File: config.mk
export PLATFORM = sky130hd
export DESIGN_NAME = gap_accum
export DESIGN_NICKNAME = d
export VERILOG_FILES = /design/src/rtl/gap_accum.sv
export SDC_FILE = /design/constraint.sdc
export NUM_CORES = 1
export LEC_CHECK = 0
export CAP_MARGIN = 40
export CORE_ASPECT_RATIO = 0.8
export CORE_UTILIZATION = 44
export CTS_CLUSTER_SIZE = 16
export DETAILED_ROUTE_END_ITERATION = 7
export GPL_TIMING_DRIVEN = 0
export MAX_ROUTING_LAYER = met4
export PLACE_DENSITY_LB_ADDON = 0.08
export REMOVE_ABC_BUFFERS = 1
export SYNTH_ARGS = -nofsm -noshare
export SYNTH_HDL_FRONTEND = slang
export SYNTH_SLANG_ARGS = --single-unit
File: constraint.sdc
create_clock -name clk -period 32.6 [get_ports clk]
set_input_delay 6.52 -clock clk [delete_from_list [all_inputs] [get_ports clk]]
set_output_delay 6.52 -clock clk [all_outputs]
set_load 0.005 [all_outputs]
File: src/rtl/gap_accum.sv
// Global-average-pool front end: sums 16 signed lanes over one plane, then launches the divider array.
// Optional macro GAP_SAT_EN selects saturating (instead of wrapping) narrowing of the plane sums.
module gap_accum #(
   parameter int WIDTH     = 14,
   parameter int FBITS     = 7,
   parameter int BWIDTH    = 12,
   parameter int ACC_WIDTH = WIDTH + BWIDTH
) (
   input  logic                  clk,
   input  logic                  rst,
   input  logic [BWIDTH-1:0]     cfg_pixels,
   input  logic                  in_valid,
   output logic                  in_ready,
   input  logic [16*WIDTH-1:0]   in_data,
   output logic                  div_start,
   output logic [16*WIDTH-1:0]   dividends,
   output logic [BWIDTH-1:0]     divisor,
   input  logic                  div_done,
   output logic                  plane_done
);

   localparam int LANES = 16;

`ifdef GAP_SAT_EN
   localparam logic signed [ACC_WIDTH-1:0] SAT_MAX = (ACC_WIDTH'(1) <<< (WIDTH-1)) - ACC_WIDTH'(1);
   localparam logic signed [ACC_WIDTH-1:0] SAT_MIN = ~SAT_MAX;
`endif

   typedef enum logic [1:0] {ACC, ISSUE, WAIT} state_t;

   state_t                       state, state_next;
   logic signed [ACC_WIDTH-1:0]  acc     [LANES];
   logic signed [ACC_WIDTH-1:0]  acc_sum [LANES];
   logic [BWIDTH-1:0]            count;
   logic [BWIDTH-1:0]            cfg_eff;
   logic [BWIDTH-1:0]            div_eff;
   logic [16*WIDTH-1:0]          conv;
   logic                         wait_first;
   logic                         accept;
   logic                         last_beat;
   logic                         done_seen;

   // Handshake: a beat transfers on a rising edge where in_valid && in_ready;
   // the producer holds in_data stable while in_valid is high and in_ready is low.
   assign in_ready = (state == ACC);

   always_comb begin
      accept    = in_valid && (state == ACC);
      cfg_eff   = (cfg_pixels == '0) ? BWIDTH'(1) : cfg_pixels;
      // The first beat compares against the fresh cfg value, not the stale latched divisor.
      div_eff   = (count == '0) ? cfg_eff : divisor;
      last_beat = accept && (count == div_eff - BWIDTH'(1));
      // The first WAIT cycle may still see the previous operation's done.
      done_seen = (state == WAIT) && !wait_first && div_done;
      plane_done = done_seen;
   end

   always_comb begin
      conv = '0;
      for (int i = 0; i < LANES; i++) begin
         acc_sum[i] = acc[i] + {{(ACC_WIDTH-WIDTH){in_data[WIDTH*i+WIDTH-1]}},
                                in_data[WIDTH*i +: WIDTH]};
`ifdef GAP_SAT_EN
         if (acc_sum[i] > SAT_MAX)
            conv[WIDTH*i +: WIDTH] = {1'b0, {(WIDTH-1){1'b1}}};
         else if (acc_sum[i] < SAT_MIN)
            conv[WIDTH*i +: WIDTH] = {1'b1, {(WIDTH-1){1'b0}}};
         else
            conv[WIDTH*i +: WIDTH] = acc_sum[i][WIDTH-1:0];
`else
         conv[WIDTH*i +: WIDTH] = acc_sum[i][WIDTH-1:0];
`endif
      end
   end

   always_comb begin
      state_next = state;
      case (state)
         ACC:     if (last_beat) state_next = ISSUE;
         ISSUE:   state_next = WAIT;
         WAIT:    if (done_seen) state_next = ACC;
         default: state_next = ACC;
      endcase
   end

   always_ff @(posedge clk or posedge rst) begin
      if (rst) begin
         state      <= ACC;
         count      <= '0;
         divisor    <= '0;
         dividends  <= '0;
         div_start  <= 1'b0;
         wait_first <= 1'b0;
         for (int i = 0; i < LANES; i++) acc[i] <= '0;
      end else begin
         state      <= state_next;
         wait_first <= (state == ISSUE);
         // Dividends load with the last beat so they line up with div_start in the ISSUE cycle.
         div_start  <= last_beat;
         if (last_beat) dividends <= conv;
         if (accept) begin
            for (int i = 0; i < LANES; i++) acc[i] <= acc_sum[i];
            if (count == '0) divisor <= cfg_eff;
            count <= last_beat ? '0 : count + BWIDTH'(1);
         end
         if (done_seen) begin
            for (int i = 0; i < LANES; i++) acc[i] <= '0;
         end
      end
   end

endmodule

== Yosys cells after proc, flatten, opt, wreduce, memory -nomap -nowiden ==
Cells that the tools add are included.
Storage, ports and cells
  bits in writable memories: 0
  register bits after elaboration: 668
  bits of input ports: 240
  bits in latches: 0
  memories kept: 0
  bits in read-only memories: 0
  output and inout port bits: 239
Operators by class
  equality and inequality tests: 5
  shift operators: 0
  bitwise gates (word level): 0
  $add $sub $neg: 18
  magnitude comparators: 0
  reductions and logical operators: 10
  divide/modulo/power cells: 0
  multiply operators: 0
  mux-type cells: 8
Operators with widths (count)
  $mux W416: 2
  $add A26 B26 Y26: 16
  $mux W12: 3
  $logic_not A12 Y1: 2
  $add A12 B1 Y12 const B: 1
  $eq A12 B12 Y1: 1
  $sub A12 B1 Y12 const B: 1
  $pmux W2 S3: 1
  $logic_and A1 B1 Y1: 4
  $mux W2: 2
  $eq A2 B1 Y1 const B: 1
  $eq A2 B2 Y1 const B: 1
  $logic_not A2 Y1: 1
  $ne A2 B1 Y1 const B: 1
  $ne A2 B2 Y1 const B: 1
  $reduce_and A2 Y1: 1
  $reduce_bool A2 Y1: 1
  $logic_not A1 Y1: 1

== Depth between registers and ports, before layout ==
Gate-level depths: netlist (run 1).
  word-level depth: 8
  depth in mapped cells: 19
  mapped depth without buffers: 14

== Least setup slack after synthesis (run 1) ==
Ideal clock, no wire load.
  path kind: input to output
  start: in div_done
  end: out plane_done
  data arrival time: 6733 ps
  slack: 19347 ps
  cell stages on the path: 2
  required time: 26080 ps
  cell sequence: nand2b_1 nor2b_1
On the way
  cells in the longest elaborated chain, start to end: 1
Ends and longest elaborated chain
  start: declaration: line 18  | input logic div_done,
  $logic_and A1 B1 Y1: line 54  | done_seen = (state == WAIT) && !wait_first && div_done;
  end: declaration: line 19  | output logic plane_done
Every way passes these cells.

== Worst setup path in the final report (run 1) ==
Same ends and word-level chain as after synthesis.

==> results of run 1 <==
sequential cells by signal, indices dropped and copies added (netlist names):
name / flops
dividends: 224
wait_first: 1
divisor: 12
state: 2
count: 12
div_start: 1
acc: 224
cell families (layout without fill, tap and decap cells):
logic type	after synthesis	after routing
mux	242	242
flops	476	476
fa+ha+maj	227	227
xor+xnor	214	214
other cells	0	10
buf+inv	217	739
simple gates	400	400
compound gates	628	628
report_power, final:
group	leakage (nW)	internal (mW)	total, mW	switching (mW)
Clock	0.843	0.352	0.599	0.248
Sequential	6.12	0.824	0.976	0.151
Combinational	8.89	0.858	1.64	0.779
Total	15.9	2.03	3.21	1.18
synthesized netlist by cell type (all sizes together) (17+ instances only):
| cell type | count |
|---|---|
| o21ai | 87 |
| nand3 | 23 |
| ha | 211 |
| inv | 132 |
| mux2i | 25 |
| o211ai | 20 |
| dfrtp | 476 |
| a21oi | 100 |
| nand2 | 51 |
| xor2 | 27 |
| clkbuf | 47 |
| and3 | 19 |
| and2 | 21 |
| xnor2 | 187 |
| o21a | 80 |
| nor3 | 73 |
| a22o | 207 |
| a21o | 17 |
| nor2 | 164 |
| mux2 | 217 |
| a31oi | 21 |
| buf | 38 |
| nor2b | 20 |
worst max-delay path, cell delays in order:
cell and delay, ns:
clkdlybuf4s50_1 0.45, nand2b_1 0.07, nor2b_1 0.27, clkdlybuf4s50_1 0.56
through the flow:
stage	TNS, ns	power (mW)	hold WS (ns)	setup WS, ns
after floorplan	0	2.10	0.430	12.80
after global placement	-3590.27	2.57	0.449	-16.22
after detailed placement	0	2.61	0.465	18.19
after CTS	0	3.24	0.473	18.19
after global routing	0	3.46	0.484	18.12
final	0	3.21	0.466	18.21
layer usage:
metal	global-route usage, %	vias to the layer above
met3	5.61	90
li1	-	9799
met4	6.33	0
met2	38.0	393
met1	31.1	9998
met5	-	-
final cells by class:
type | instances | area share (%)
clock buffer | 79 | 4.49
timing repair buffer | 517 | 15.7
clock inverter | 11 | 0.435
antenna | 10 | 0.0720
multi-input combinational | 1711 | 40.7
inverter | 132 | 1.45
sequential | 476 | 34.3
tap | 820 | 2.95
worst paths after layout:
kind | from | to | slack (ns) | depth (start not counted)
min reg2reg | state[1] | wait_first | 0.47 | 1
max in group asynchronous | rst | divisor[4] | 24.68 | 4
min in group asynchronous | rst | dividends[217] | 6.41 | 2
max | div_done | plane_done | 18.21 | 4
min | state[1] | wait_first | 0.47 | 1
max reg2reg | count[0] | dividends[34] | 26.70 | 22
==> flow_metrics.tcl, run 1 <==
set metrics [dict create \
    crit_type "input pin to primary output" \
    die_area_mm2 0.0625 \
    grt_pass1_wl_um 116000 \
    fp.dieW_um 279 \
    grt_max_degree 113 \
    ys_warn_count 0 \
    fin_nets 3357 \
    met2_length_um 34200 \
    final_util_pct 57.8 \
    port_buffers 478 \
    yosys.area.top_type "dfrtp_1" \
    drc 0 \
    area_growth_pct 28.5 \
    cts_made_buffers 52 \
    cts_buffer_depth 3 \
    crit_arrival_ns 7.87 \
    syn_avg_cell_area_um2 11.3 \
    ys_seq_area_share_pct 44.0 \
    grt_overflow_total 0 \
    cts.sinks 476 \
    worstSetupEndpointType "primary output" \
    drv_slew 0 \
    vias 20300 \
    vias_per_cell 5.40 \
    slew_headroom_pct 44.0 \
    cts-root-buf "clkbuf_16" \
    skew_ns 0.0215 \
    cts_tree "yes" \
    die_h_um 224 \
    synth_top_cell_area_share_pct 44.0 \
    worst_slew_pin_slew_ns 0.832 \
    p_per_area_mw_per_mm2 92.4 \
    wl_met3_um 4160 \
    rsz0062_at_grt "false" \
    max_cap_violations 0 \
    final_cell_mix "clkdlybuf4s50_1, dfrtp_1, ha_1, a22o_1, mux2_2" \
    clock_latency_ns 0.60 \
    synth_cell_types 66 \
    fmax_ghz 0.0695 \
    clkTransAtPathRegs_ns 0.06 \
    ios 479 \
    place_congestion 0.877 \
    synth-seq-cells 476 \
    synth_xor_area_share_pct 6.93 \
    ant_nets 0 \
    ctsHoldBuffers 0 \
    drive_gt1_share_pct 12.6 \
    m1WireLength_um 32500 \
    synth_area_mm2 0.0271 \
    synth_edf_count 0 \
    synth_top_family_by_area "compound AO/OA/AOI/OAI gates" \
    synth_simple_gate_area_share_pct 7.07 \
    seq_area_mm2 0.0119 \
    routed_wl_um 72600 \
    synth-compound-area-share_pct 17.2 \
    period_share_pct 44.1 \
    crit_fanout 2 \
    muxShareOfSynthArea_pct 10.1 \
    hold_violations 0 \
    wl_per_cell_um 19.3 \
    hpwlAfterDp_um 53600 \
    cts_max_level 2 \
    multi_input_area_mm2 0.0142 \
    design_area_mm2 0.0348 \
    drt_iter0_drc 961 \
    holdCritPathClass "flop to flop" \
    mostFrequentLayoutCell "clkdlybuf4s50_1" \
    core-area_mm2 0.0602 \
    ys_top_cells_by_area "dfrtp_1, ha_1, mux2_2, a22o_1, xnor2_1" \
    startpoint_type "input pin" \
    dr.max_layer_used "met4" \
    postSynth.asyncResetShare_pct 100 \
    outcome "finished clean" \
    crit_required_ns 26.08 \
    synthCells 2404 \
    ir_worst_vdd_uv 47.6 \
    synth_adder_area_share_pct 10.9 \
    cts_setup_buffers 0 \
    post-route-min-period_ns 14.39 \
    grt_usage_pct 24.1 \
    placed_cell_area_mm2 0.0330 \
    grt_pass1_vias 20900 \
    finalSetupViolCount 0 \
    placedCellCount 3656 \
    leakage_nw 15.9 \
    first_pass_iters 7 \
    rows 80 \
    post_cts.resized_instances 0 \
    synth_ff_type "dfrtp_1" \
    start_util_pct 45.0 \
    antenna_found_initial 10 \
    fillers 5057 \
    fin_cells 3756 \
]
(Power assumes the default switching activity.)
==> inputs of run 2 (changes only) <==
==> constraint.sdc (replaced) <==
create_clock -name clk -period 13.7 [get_ports clk]
set_input_delay 2.74 -clock clk [delete_from_list [all_inputs] [get_ports clk]]
set_output_delay 2.74 -clock clk [all_outputs]
set_load 0.005 [all_outputs]
==> results of run 2 <==
The final DEF is identical to that of run 1. Status: finished clean.
Among the figures that moved: setup slack after placement 18.19 ns -> 5.43 ns; setup slack after layout 18.21 ns -> 5.91 ns; start point of the critical path div_done -> cfg_pixels[5]; end point of the critical path plane_done -> dividends[34]; register-to-register setup slack 26.70 ns -> 7.80 ns; total power 3.21 mW -> 7.64 mW; worst IR drop on VDD 47.6 µV -> 113 µV
==> inputs of run 3 (changes only) <==
==> constraint.sdc (replaced) <==
create_clock -name clk -period 8.15 [get_ports clk]
set_input_delay 1.63 -clock clk [delete_from_list [all_inputs] [get_ports clk]]
set_output_delay 1.63 -clock clk [all_outputs]
set_load 0.005 [all_outputs]
==> results of run 3 <==
The final DEF is identical to that of run 1. Status: finished clean.
Among the figures that moved: setup slack after placement 18.19 ns -> 0.988 ns; setup slack after layout 18.21 ns -> 1.47 ns; start point of the critical path div_done -> cfg_pixels[5]; end point of the critical path plane_done -> dividends[34]; register-to-register setup slack 26.70 ns -> 2.25 ns; total power 3.21 mW -> 12.8 mW; worst IR drop on VDD 47.6 µV -> 190 µV
